File: src/rtl/stego_pkg.sv
// Shared types and constants for the LSB embedding sequencer.
package stego_pkg;

  typedef enum logic [1:0] {
    StIdle,
    StEmbed,
    StPass,
    StDone
  } state_e;

  // 32x32x3 image frame.
  localparam int unsigned PIXEL_BYTES_DEFAULT = 3072;
  // Longest message the system issues. This bound is informational only.
  localparam int unsigned MAX_MSG_BITS = 1040;

  // Counter width that can hold the values 0..n inclusive.
  function automatic int unsigned cnt_w(input int unsigned n);
    return $clog2(n + 1);
  endfunction

endpackage

File: src/rtl/lsb_embed_stage.sv
// One-entry output register: captures an embedded or passed-through byte and holds it under
// downstream backpressure.
module lsb_embed_stage (
  input  logic       clk_i,
  input  logic       reset_i,
  input  logic       load_i,
  input  logic       embed_en_i,
  input  logic       bit_i,
  input  logic [7:0] pix_data_i,
  input  logic       last_i,
  input  logic       out_ready_i,
  output logic       out_valid_o,
  output logic [7:0] out_data_o,
  output logic       out_last_o,
  output logic       can_load_o
);

  logic       valid_q, valid_d;
  logic [7:0] data_q, data_d;
  logic       last_q, last_d;

  assign can_load_o  = !valid_q || out_ready_i;
  assign out_valid_o = valid_q;
  assign out_data_o  = data_q;
  assign out_last_o  = last_q;

  // Load a new byte, drain on handshake, otherwise hold everything stable.
  always_comb begin
    valid_d = valid_q;
    data_d  = data_q;
    last_d  = last_q;
    if (load_i) begin
      valid_d = 1'b1;
      data_d  = embed_en_i ? {pix_data_i[7:1], bit_i} : pix_data_i;
      last_d  = last_i;
    end else if (valid_q && out_ready_i) begin
      valid_d = 1'b0;
      last_d  = 1'b0;
    end
  end

  // Output register with synchronous reset.
  always_ff @(posedge clk_i) begin
    if (reset_i) begin
      valid_q <= 1'b0;
      data_q  <= 8'h00;
      last_q  <= 1'b0;
    end else begin
      valid_q <= valid_d;
      data_q  <= data_d;
      last_q  <= last_d;
    end
  end

endmodule

File: src/rtl/lsb_embed_sequencer.sv
// Streams one image frame byte by byte and overwrites bit 0 of the first msg_len bytes with
// message bits, MSB first. The remaining bytes pass through unchanged.
module lsb_embed_sequencer
  import stego_pkg::*;
#(
  parameter int unsigned PIXEL_BYTES = PIXEL_BYTES_DEFAULT,
  parameter int unsigned CNT_W       = cnt_w(PIXEL_BYTES)
) (
  input  logic             clk,
  input  logic             reset,
  input  logic             start,
  input  logic [CNT_W-1:0] msg_len,
  input  logic             pix_valid,
  output logic             pix_ready,
  input  logic [7:0]       pix_data,
  input  logic             msg_valid,
  output logic             msg_ready,
  input  logic [7:0]       msg_data,
  output logic             out_valid,
  input  logic             out_ready,
  output logic [7:0]       out_data,
  output logic             out_last,
  output logic             busy,
  output logic             done,
  output logic             err
);

  localparam logic [CNT_W-1:0] PixMax  = CNT_W'(PIXEL_BYTES);
  localparam logic [CNT_W-1:0] PixLast = CNT_W'(PIXEL_BYTES - 1);
  localparam logic [CNT_W-1:0] CntOne  = CNT_W'(1);

  state_e           state_q, state_d;
  logic [CNT_W-1:0] byte_cnt_q, byte_cnt_d;
  logic [CNT_W-1:0] bit_cnt_q, bit_cnt_d;
  logic [CNT_W-1:0] msg_len_q, msg_len_d;
  logic [3:0]       bcnt_q, bcnt_d;
  logic [7:0]       sh_q, sh_d;
  logic             err_q, err_d;
  logic             done_q, done_d;

  logic can_load;
  logic pix_acc;
  logic msg_hs;
  logic is_last_byte;

  assign pix_ready    = can_load && ((state_q == StPass) ||
                                     ((state_q == StEmbed) && (bcnt_q != 4'd0)));
  // Refill only when the buffered character is exhausted; this costs one bubble per 8 bytes.
  assign msg_ready    = (state_q == StEmbed) && (bcnt_q == 4'd0);
  assign pix_acc      = pix_valid && pix_ready;
  assign msg_hs       = msg_valid && msg_ready;
  assign is_last_byte = (byte_cnt_q == PixLast);
  assign busy         = (state_q != StIdle);
  assign done         = done_q;
  assign err          = err_q;

  lsb_embed_stage u_stage (
    .clk_i       (clk),
    .reset_i     (reset),
    .load_i      (pix_acc),
    .embed_en_i  (state_q == StEmbed),
    .bit_i       (sh_q[7]),
    .pix_data_i  (pix_data),
    .last_i      (is_last_byte),
    .out_ready_i (out_ready),
    .out_valid_o (out_valid),
    .out_data_o  (out_data),
    .out_last_o  (out_last),
    .can_load_o  (can_load)
  );

  // Next-state logic: frame sequencing, bit serialisation and the byte/bit counters.
  always_comb begin
    state_d    = state_q;
    byte_cnt_d = byte_cnt_q;
    bit_cnt_d  = bit_cnt_q;
    msg_len_d  = msg_len_q;
    bcnt_d     = bcnt_q;
    sh_d       = sh_q;
    err_d      = 1'b0;
    done_d     = 1'b0;
    unique case (state_q)
      StIdle: begin
        if (start) begin
          if (msg_len > PixMax) begin
            err_d = 1'b1;
          end else begin
            byte_cnt_d = '0;
            bit_cnt_d  = '0;
            bcnt_d     = 4'd0;
            sh_d       = 8'h00;
            msg_len_d  = msg_len;
            state_d    = (msg_len == '0) ? StPass : StEmbed;
          end
        end
      end
      StEmbed: begin
        if (msg_hs) begin
          sh_d   = msg_data;
          bcnt_d = 4'd8;
        end else if (pix_acc) begin
          byte_cnt_d = byte_cnt_q + CntOne;
          bit_cnt_d  = bit_cnt_q + CntOne;
          sh_d       = {sh_q[6:0], 1'b0};
          bcnt_d     = bcnt_q - 4'd1;
          if (is_last_byte) begin
            state_d = StDone;
            bcnt_d  = 4'd0;
          end else if ((bit_cnt_q + CntOne) == msg_len_q) begin
            // Remaining bits of a partial last character are dropped here.
            state_d = StPass;
            bcnt_d  = 4'd0;
          end
        end
      end
      StPass: begin
        if (pix_acc) begin
          byte_cnt_d = byte_cnt_q + CntOne;
          if (is_last_byte) begin
            state_d = StDone;
          end
        end
      end
      StDone: begin
        if (out_valid && out_ready && out_last) begin
          done_d  = 1'b1;
          state_d = StIdle;
        end
      end
      default: state_d = StIdle;
    endcase
  end

  // State and counter registers with synchronous reset.
  always_ff @(posedge clk) begin
    if (reset) begin
      state_q    <= StIdle;
      byte_cnt_q <= '0;
      bit_cnt_q  <= '0;
      msg_len_q  <= '0;
      bcnt_q     <= 4'd0;
      sh_q       <= 8'h00;
      err_q      <= 1'b0;
      done_q     <= 1'b0;
    end else begin
      state_q    <= state_d;
      byte_cnt_q <= byte_cnt_d;
      bit_cnt_q  <= bit_cnt_d;
      msg_len_q  <= msg_len_d;
      bcnt_q     <= bcnt_d;
      sh_q       <= sh_d;
      err_q      <= err_d;
      done_q     <= done_d;
    end
  end

endmodule

File: config.mk
export PLATFORM = sky130hd
export DESIGN_NAME = lsb_embed_sequencer
export DESIGN_NICKNAME = d
export VERILOG_FILES = /design/src/rtl/stego_pkg.sv /design/src/rtl/lsb_embed_stage.sv /design/src/rtl/lsb_embed_sequencer.sv
export SDC_FILE = /design/constraint.sdc
export NUM_CORES = 1
export LEC_CHECK = 0
export BUFFER_PORTS_ARGS = -buffer_cell sky130_fd_sc_hd__buf_2
export CORE_AREA = 5 5 104 87
export CTS_CLUSTER_SIZE = 20
export DETAILED_ROUTE_END_ITERATION = 12
export DIE_AREA = 0 0 109 92
export GPL_ROUTABILITY_DRIVEN = 0
export GPL_TIMING_DRIVEN = 0
export MAX_ROUTING_LAYER = met4
export PLACE_DENSITY = 0.66
export SYNTH_ARGS = -nofsm -noshare
export SYNTH_HDL_FRONTEND = slang
export SYNTH_HIERARCHICAL = 1
export SYNTH_SLANG_ARGS = --single-unit
File: constraint.sdc
create_clock -name clk -period 3.5 [get_ports clk]
set_input_delay 0 -clock clk [delete_from_list [all_inputs] [get_ports clk]]
set_output_delay 0 -clock clk [all_outputs]
set_load 0.02 [all_outputs]
# == After elaboration in Yosys (flattened, before gate mapping) ==
# Cells that the tools add are included.
# totals
reg_bits,62
out_inout_bits,15
# op_classes
n_addsub,3
n_lt_le_gt_ge,1
n_eq_ne,14
n_mux,37
bitwise_logic,4
n_reduce_logical,25
# op_table
operator,n
12-bit 2-to-1 mux,6
12-bit case mux with 3 select lines,1
8-bit 2-to-1 mux,4
12-bit by 1-bit adder with 12-bit output (second input constant),2
4-bit 2-to-1 mux,6
12-bit case mux with 2 select lines,1
2-bit 2-to-1 mux,10
8-bit case mux with 2 select lines,1
12-bit == test,1
12-bit == test (second input constant),1
12-bit > comparator (second input constant),1
12-bit zero test,1
2-bit inequality test (second input constant),6
2-bit case mux with 4 select lines,1
4-bit case mux with 2 select lines,1
4-bit AND reduction,2
8-bit AND reduction,1
1-bit logical AND,7
1-bit 2-to-1 mux,6
3-bit inequality test (second input constant),2
2-bit nonzero test,3
5-bit AND reduction,1
2-bit == test (second input constant),2
4-bit zero test,1
other kinds (12),16

# == Logic depth before layout (Yosys ltp) ==
# depth
word_depth,8
depth_mapped,12
depth_no_buf,10

# == Hierarchy ==
# The synthesis kept the hierarchy.
# modules_own_cells
module,n_inst,cells_each,area_per_inst_um2,seq_area_each_um2
lsb_embed_sequencer,1,399,3074.2,1041.0
lsb_embed_stage,1,36,374.1,200.2

# == Worst setup path before layout ==
# No wires, ideal clock.
# synth_path
path_type,reg-to-reg
start,register state_q[1]
end,register bcnt_q[2]
setup_ps,70
arrival_time_ps,2765
t_required_ps,3430
slack_ps,664
stages_incl_launch_ff,12
cell_sequence,dfxtp_1 -> inv_1 -> ha_1 -> clkbuf_1 -> nor4bb_1 -> nand2_1 -> nand2_1 -> o21a_1 -> clkbuf_1 -> nand3b_1 -> a211o_1 -> a21oi_1
# synth_between
word_cells_on_any_way,16
cone_classes,5 x eq/ne; 2 x mux; 9 x reduce/logical
# synth_rtl
element,line,source
"start, declared",lsb_embed_sequencer.sv:32,"state_e state_q, state_d;"
"start signal, assigned",lsb_embed_sequencer.sv:137,state_q <= StIdle;
"start signal, assigned",lsb_embed_sequencer.sv:146,state_q <= state_d;
2-bit by 1-bit == test with 1-bit output (*),lsb_embed_sequencer.sv:49,assign msg_ready = (state_q == StEmbed) && (bcnt_q == 4'd0);
1-bit logical AND (*),lsb_embed_sequencer.sv:49,
via msg_ready,lsb_embed_sequencer.sv:17,"output logic msg_ready,"
1-bit logical AND (*),lsb_embed_sequencer.sv:51,assign msg_hs = msg_valid && msg_ready;
3-bit inequality test (no source line) or 4-bit 2-to-1 mux (tied branches),--,
4-bit AND reduction (no source line) or 4-bit case mux with 2 select lines (tied branches),--,
"end signal, assigned",lsb_embed_sequencer.sv:150,bcnt_q <= bcnt_d;
"end, declared",lsb_embed_sequencer.sv:36,"logic [3:0] bcnt_q, bcnt_d;"
# Mark *: on every way through the listed nets, which the timed path passes. The rest lies on a longest branch.
# A chain may end at the register's enable or synchronous reset.

# == Worst setup path in the final report ==
# layout_path
start,register state_q[1]
end,register byte_cnt_q[7]
# layout_between
elab_chain_len,8
word_cells_on_any_way,17
cone_classes,5 x eq/ne; 3 x mux; 9 x reduce/logical
# layout_rtl
element,line,source
2-bit by 1-bit == test with 1-bit output,"lsb_embed_sequencer.sv:47, lsb_embed_sequencer.sv:49, lsb_embed_sequencer.sv:82",
1-bit logical AND,lsb_embed_sequencer.sv:47,((state_q == StEmbed) && (bcnt_q != 4'd0)));
1-bit logical OR,lsb_embed_sequencer.sv:46,assign pix_ready = can_load && ((state_q == StPass) ||
1-bit logical AND,lsb_embed_sequencer.sv:46,
1-bit logical AND,lsb_embed_sequencer.sv:50,assign pix_acc = pix_valid && pix_ready;
12-bit 2-to-1 mux (2 in series),--,
12-bit case mux with 3 select lines,lsb_embed_sequencer.sv:82,unique case (state_q)
"end signal, assigned",lsb_embed_sequencer.sv:147,byte_cnt_q <= byte_cnt_d;
"end, declared",lsb_embed_sequencer.sv:33,"logic [CNT_W-1:0] byte_cnt_q, byte_cnt_d;"
# Several ways; a longest one is shown, not always the timed one. The select of a mux whose other input is x is not followed.

==> impl_metrics.py <==
metrics = {
    "worst_setup_path": {
        "cp-end-kind": "flop",
        "timing.rr.start": "state_q[1]$_SDFFE_PP0P_",
        "path_class": "reg2reg",
        "rr_worst_depth": 11,
        "r2r_setup_slack_ns": 0.32,
        "crit_fanout": 10,
        "arrival_ns": 3.41,
        "startpoint_type": "flop",
        "crit_required_ns": 3.72,
        "timing.rr.end": "byte_cnt_q[7]$_SDFFE_PP0P_",
    },
    "placed_design": {
        "place_ws_ns": 0.339,
        "port_buffers": 48,
        "placed_cells": 591,
        "dpl.hpwl_um": 6900,
    },
    "global_routing": {
        "overflow": 0,
        "grt_pass1_vias": 3236,
        "antenna_found_initial": 0,
        "grt_pass1_wl_um": 15700,
        "grt_max_degree": 13,
        "grt_usage": 0.203,
    },
    "routing": {
        "wire_per_inst_um": 15.1,
        "viasPerCell": 5.41,
        "vias": 3406,
        "dr.pass1.iters": 4,
        "drc": 0,
        "drt_iter0_drc": 243,
        "wl_um": 9490,
        "final_antenna_net_count": 0,
    },
    "final_layout": {
        "fin_util": 0.544,
        "area_delta_synth_final_pct": 23.0,
        "fill_cells": 739,
        "nets": 558,
        "instances_no_fill": 629,
        "multi_input_area_mm2": 0.00204,
        "seq_area_mm2": 0.00124,
        "layout-drive-gt1-share": 0.177,
        "diodes": 0,
    },
    "synthesis": {
        "synth.distinct_cells": 62,
        "synthCells": 435,
        "synthFlopType": "dfxtp_1",
        "synth_area_leaders": "dfxtp_1 (36%), nand2_1 (7.0%), a21oi_1 (6.1%)",
        "ys_ff_latch": 62,
        "async_flop_share": 0,
        "ys_warn_count": 6,
        "yosysTopAreaCellShare": 0.360,
        "synth_area_mm2": 0.00345,
        "synth_edf_count": 0,
        "yosysSeqAreaShare": 0.360,
        "yosysTopAreaCell": "dfxtp_1",
        "syn_nets": 477,
        "avgSynthCellArea_um2": 7.93,
    },
    "sta": {
        "slew_violations": 0,
        "setup_viol_count_final": 0,
        "fmax_ghz": 0.314,
        "fin_setup_tns_ns": 0,
        "whs_ns": 0.00358,
        "fin_skew_ns": 0.00839,
        "rsz0062_at_grt": "no",
        "hold_violations": 0,
        "min_period_ns": 3.18,
        "tightest_slew_ns": 0.845,
        "relSlewSlack": 0.429,
        "fin_crit_sh": 0.909,
        "worst_slack_ns": 0.318,
    },
    "pwr": {
        "vdd_drop_max_v": 0.000359,
        "power_switching_mw": 0.926,
        "seq_power_share": 0.351,
        "clock_power_share": 0.271,
        "power.leakage_nw": 1.63,
        "p_int_mw": 1.42,
        "p_comb_frac": 0.378,
        "p_per_area_mw_per_mm2": 554,
        "switching_share": 0.395,
    },
    "floorplan": {
        "core_area_mm2": 0.00780,
        "die-area_mm2": 0.0100,
        "die_h_um": 92,
        "start_util": 0.442,
        "core.rowCount": 29,
        "ios": 49,
        "die_w_um": 109,
    },
    "worst_hold_path": {
        "holdPathEnd": "sh_q[5]$_SDFFE_PP0P_",
        "holdCritStartpoint": "msg_data[5]",
        "whs_path_depth": 5,
        "hold_path_class": "in2reg",
    },
    "cts": {
        "clk_pin_slew_ns": 0.08,
        "cts_max_level": 3,
        "postCtsSetupBuffers": 0,
        "cts.sinks": 62,
        "cts_tree": "yes",
        "numCtsBuffers": 9,
        "root_buffer": "clkbuf_8",
        "clk_latency_ns": 0.36,
        "cts.repair.resized": 0,
        "clk_path_buf_depth": 2,
    },
    "flow_run": {
        "cap_violations": 0,
    },
    "run_status": {
        "outcome": "finished clean",
    },
}
cells in the mapped netlist (3+ instances only):
cell	instances
a211oi_1	3
and3_1	6
inv_1	11
nor2_1	28
buf_2	4
dfxtp_1	62
nor3_1	7
nand2b_1	9
o41ai_1	3
a31oi_1	5
nand3_1	25
nor4_1	5
nand2_1	64
or3_1	8
clkbuf_1	17
nor3b_1	6
o21ai_0	26
a21oi_1	42
nand4_1	7
xor2_1	13
ha_1	8
o221a_2	3
xnor2_1	11
and2_1	6
mux2i_1	8
repair_timing:
action / in CTS / in global routing
setup endpoints to repair: 0 / 0
endpoints found under the hold margin: 24 / 0
hold buffers: 22 / 0
sequential cells by signal, summed over array words and instances, names as in the netlist, 2 cells and up:
| register | count |
|---|---|
| byte_cnt_q | 12 |
| state_q | 2 |
| bit_cnt_q | 12 |
| bcnt_q | 4 |
| sh_q | 8 |
| u_stage/out_data_o | 8 |
| msg_len_q | 12 |
worst max-delay path by stage:
stage,startpoint,endpoint,slack (ns),cells after the start
3_3_place_gp,state_q[1]$_SDFFE_PP0P_,byte_cnt_q[9]$_SDFFE_PP0P_,0.33,11
2_1_floorplan,state_q[1]$_SDFFE_PP0P_,bcnt_q[2]$_SDFFE_PP0P_,0.66,11
5_1_grt,state_q[1]$_SDFFE_PP0P_,byte_cnt_q[7]$_SDFFE_PP0P_,0.009,11
4_1_cts,state_q[1]$_SDFFE_PP0P_,byte_cnt_q[7]$_SDFFE_PP0P_,0.32,11
3_5_place_dp,state_q[1]$_SDFFE_PP0P_,byte_cnt_q[7]$_SDFFE_PP0P_,0.34,11
6_report,state_q[1]$_SDFFE_PP0P_,byte_cnt_q[7]$_SDFFE_PP0P_,0.32,11
layout make-up:
type                       count  share of cell area
buffer                        26              0.0298
clock buffer                   9              0.0292
clock inverter                 7              0.0171
inverter                      12              0.0106
multi-input combinational    335               0.480
sequential                    62               0.293
tap                          108              0.0319
timing repair buffer          70               0.109
layer usage:
metal / up-vias / track usage / wire [um]
met1: 1604 / 0.276 / 4700
met5: - / - / 0
met3: 9 / 0.0506 / 565
li1: 1702 / - / -
met2: 91 / 0.304 / 4110
met4: 0 / 0.0431 / 114
critical path: stages (launching register included):
cell and delay (ns):
dfxtp_1 0.35, inv_1 0.09, ha_1 0.20, clkbuf_1 0.28, clkinv_1 0.38, o21bai_1 0.29
nand3_1 0.15, a211oi_1 0.52, clkbuf_1 0.40, nand3_1 0.15, xor2_1 0.18, nor2_1 0.06
power by group through the flow:
stage | Sequential, mW | Clock (mW) | Combinational (mW)
3_5_place_dp | 0.838 | 0 | 0.862
4_1_cts | 0.823 | 0.652 | 0.887
3_3_place_gp | 0.835 | 0 | 0.849
5_1_grt | 0.831 | 0.690 | 0.985
2_1_floorplan | 0.842 | 0 | 0.614
6_report | 0.824 | 0.637 | 0.887
placed cells by master, fill, tap and decap left out, types with 3 or more instances in the layout:
master         instances
nand2_1               64
dfxtp_1               62
buf_2                 52
a21oi_1               42
nor2_1                28
o21ai_0               26
nand3_1               25
dlygate4sd3_1         22
clkbuf_1              17
xor2_1                13
inv_1                 11
xnor2_1               11
nand2b_1               9
clkbuf_8               9
or3_1                  8
ha_1                   8
mux2i_1                8
nand4_1                7
nor3_1                 7
and3_1                 6
nor3b_1                6
and2_1                 6
nor4_1                 5
a31oi_1                5
o41ai_1                3
a211oi_1               3
o221a_2                3
per-stage QoR:
step | area [um2] | total power, mW
3_3_place_gp | 3820 | 1.68
4_1_cts | 4240 | 2.36
5_1_grt | 4240 | 2.51
3_5_place_dp | 3820 | 1.70
2_1_floorplan | 3450 | 1.46
6_report | 4240 | 2.35
logic make-up after synthesis:
kind of cell,share of synthesized area
xor gates and xnor gates,0.0657
and+or+nand+nor,0.302
adders and majority gates,0.0290
AOI/OAI and AO/OA,0.170
muxes,0.0232
DFF,0.360
buffers and inverters,0.0497
Note: power is estimated with default switching activity, not from simulation.
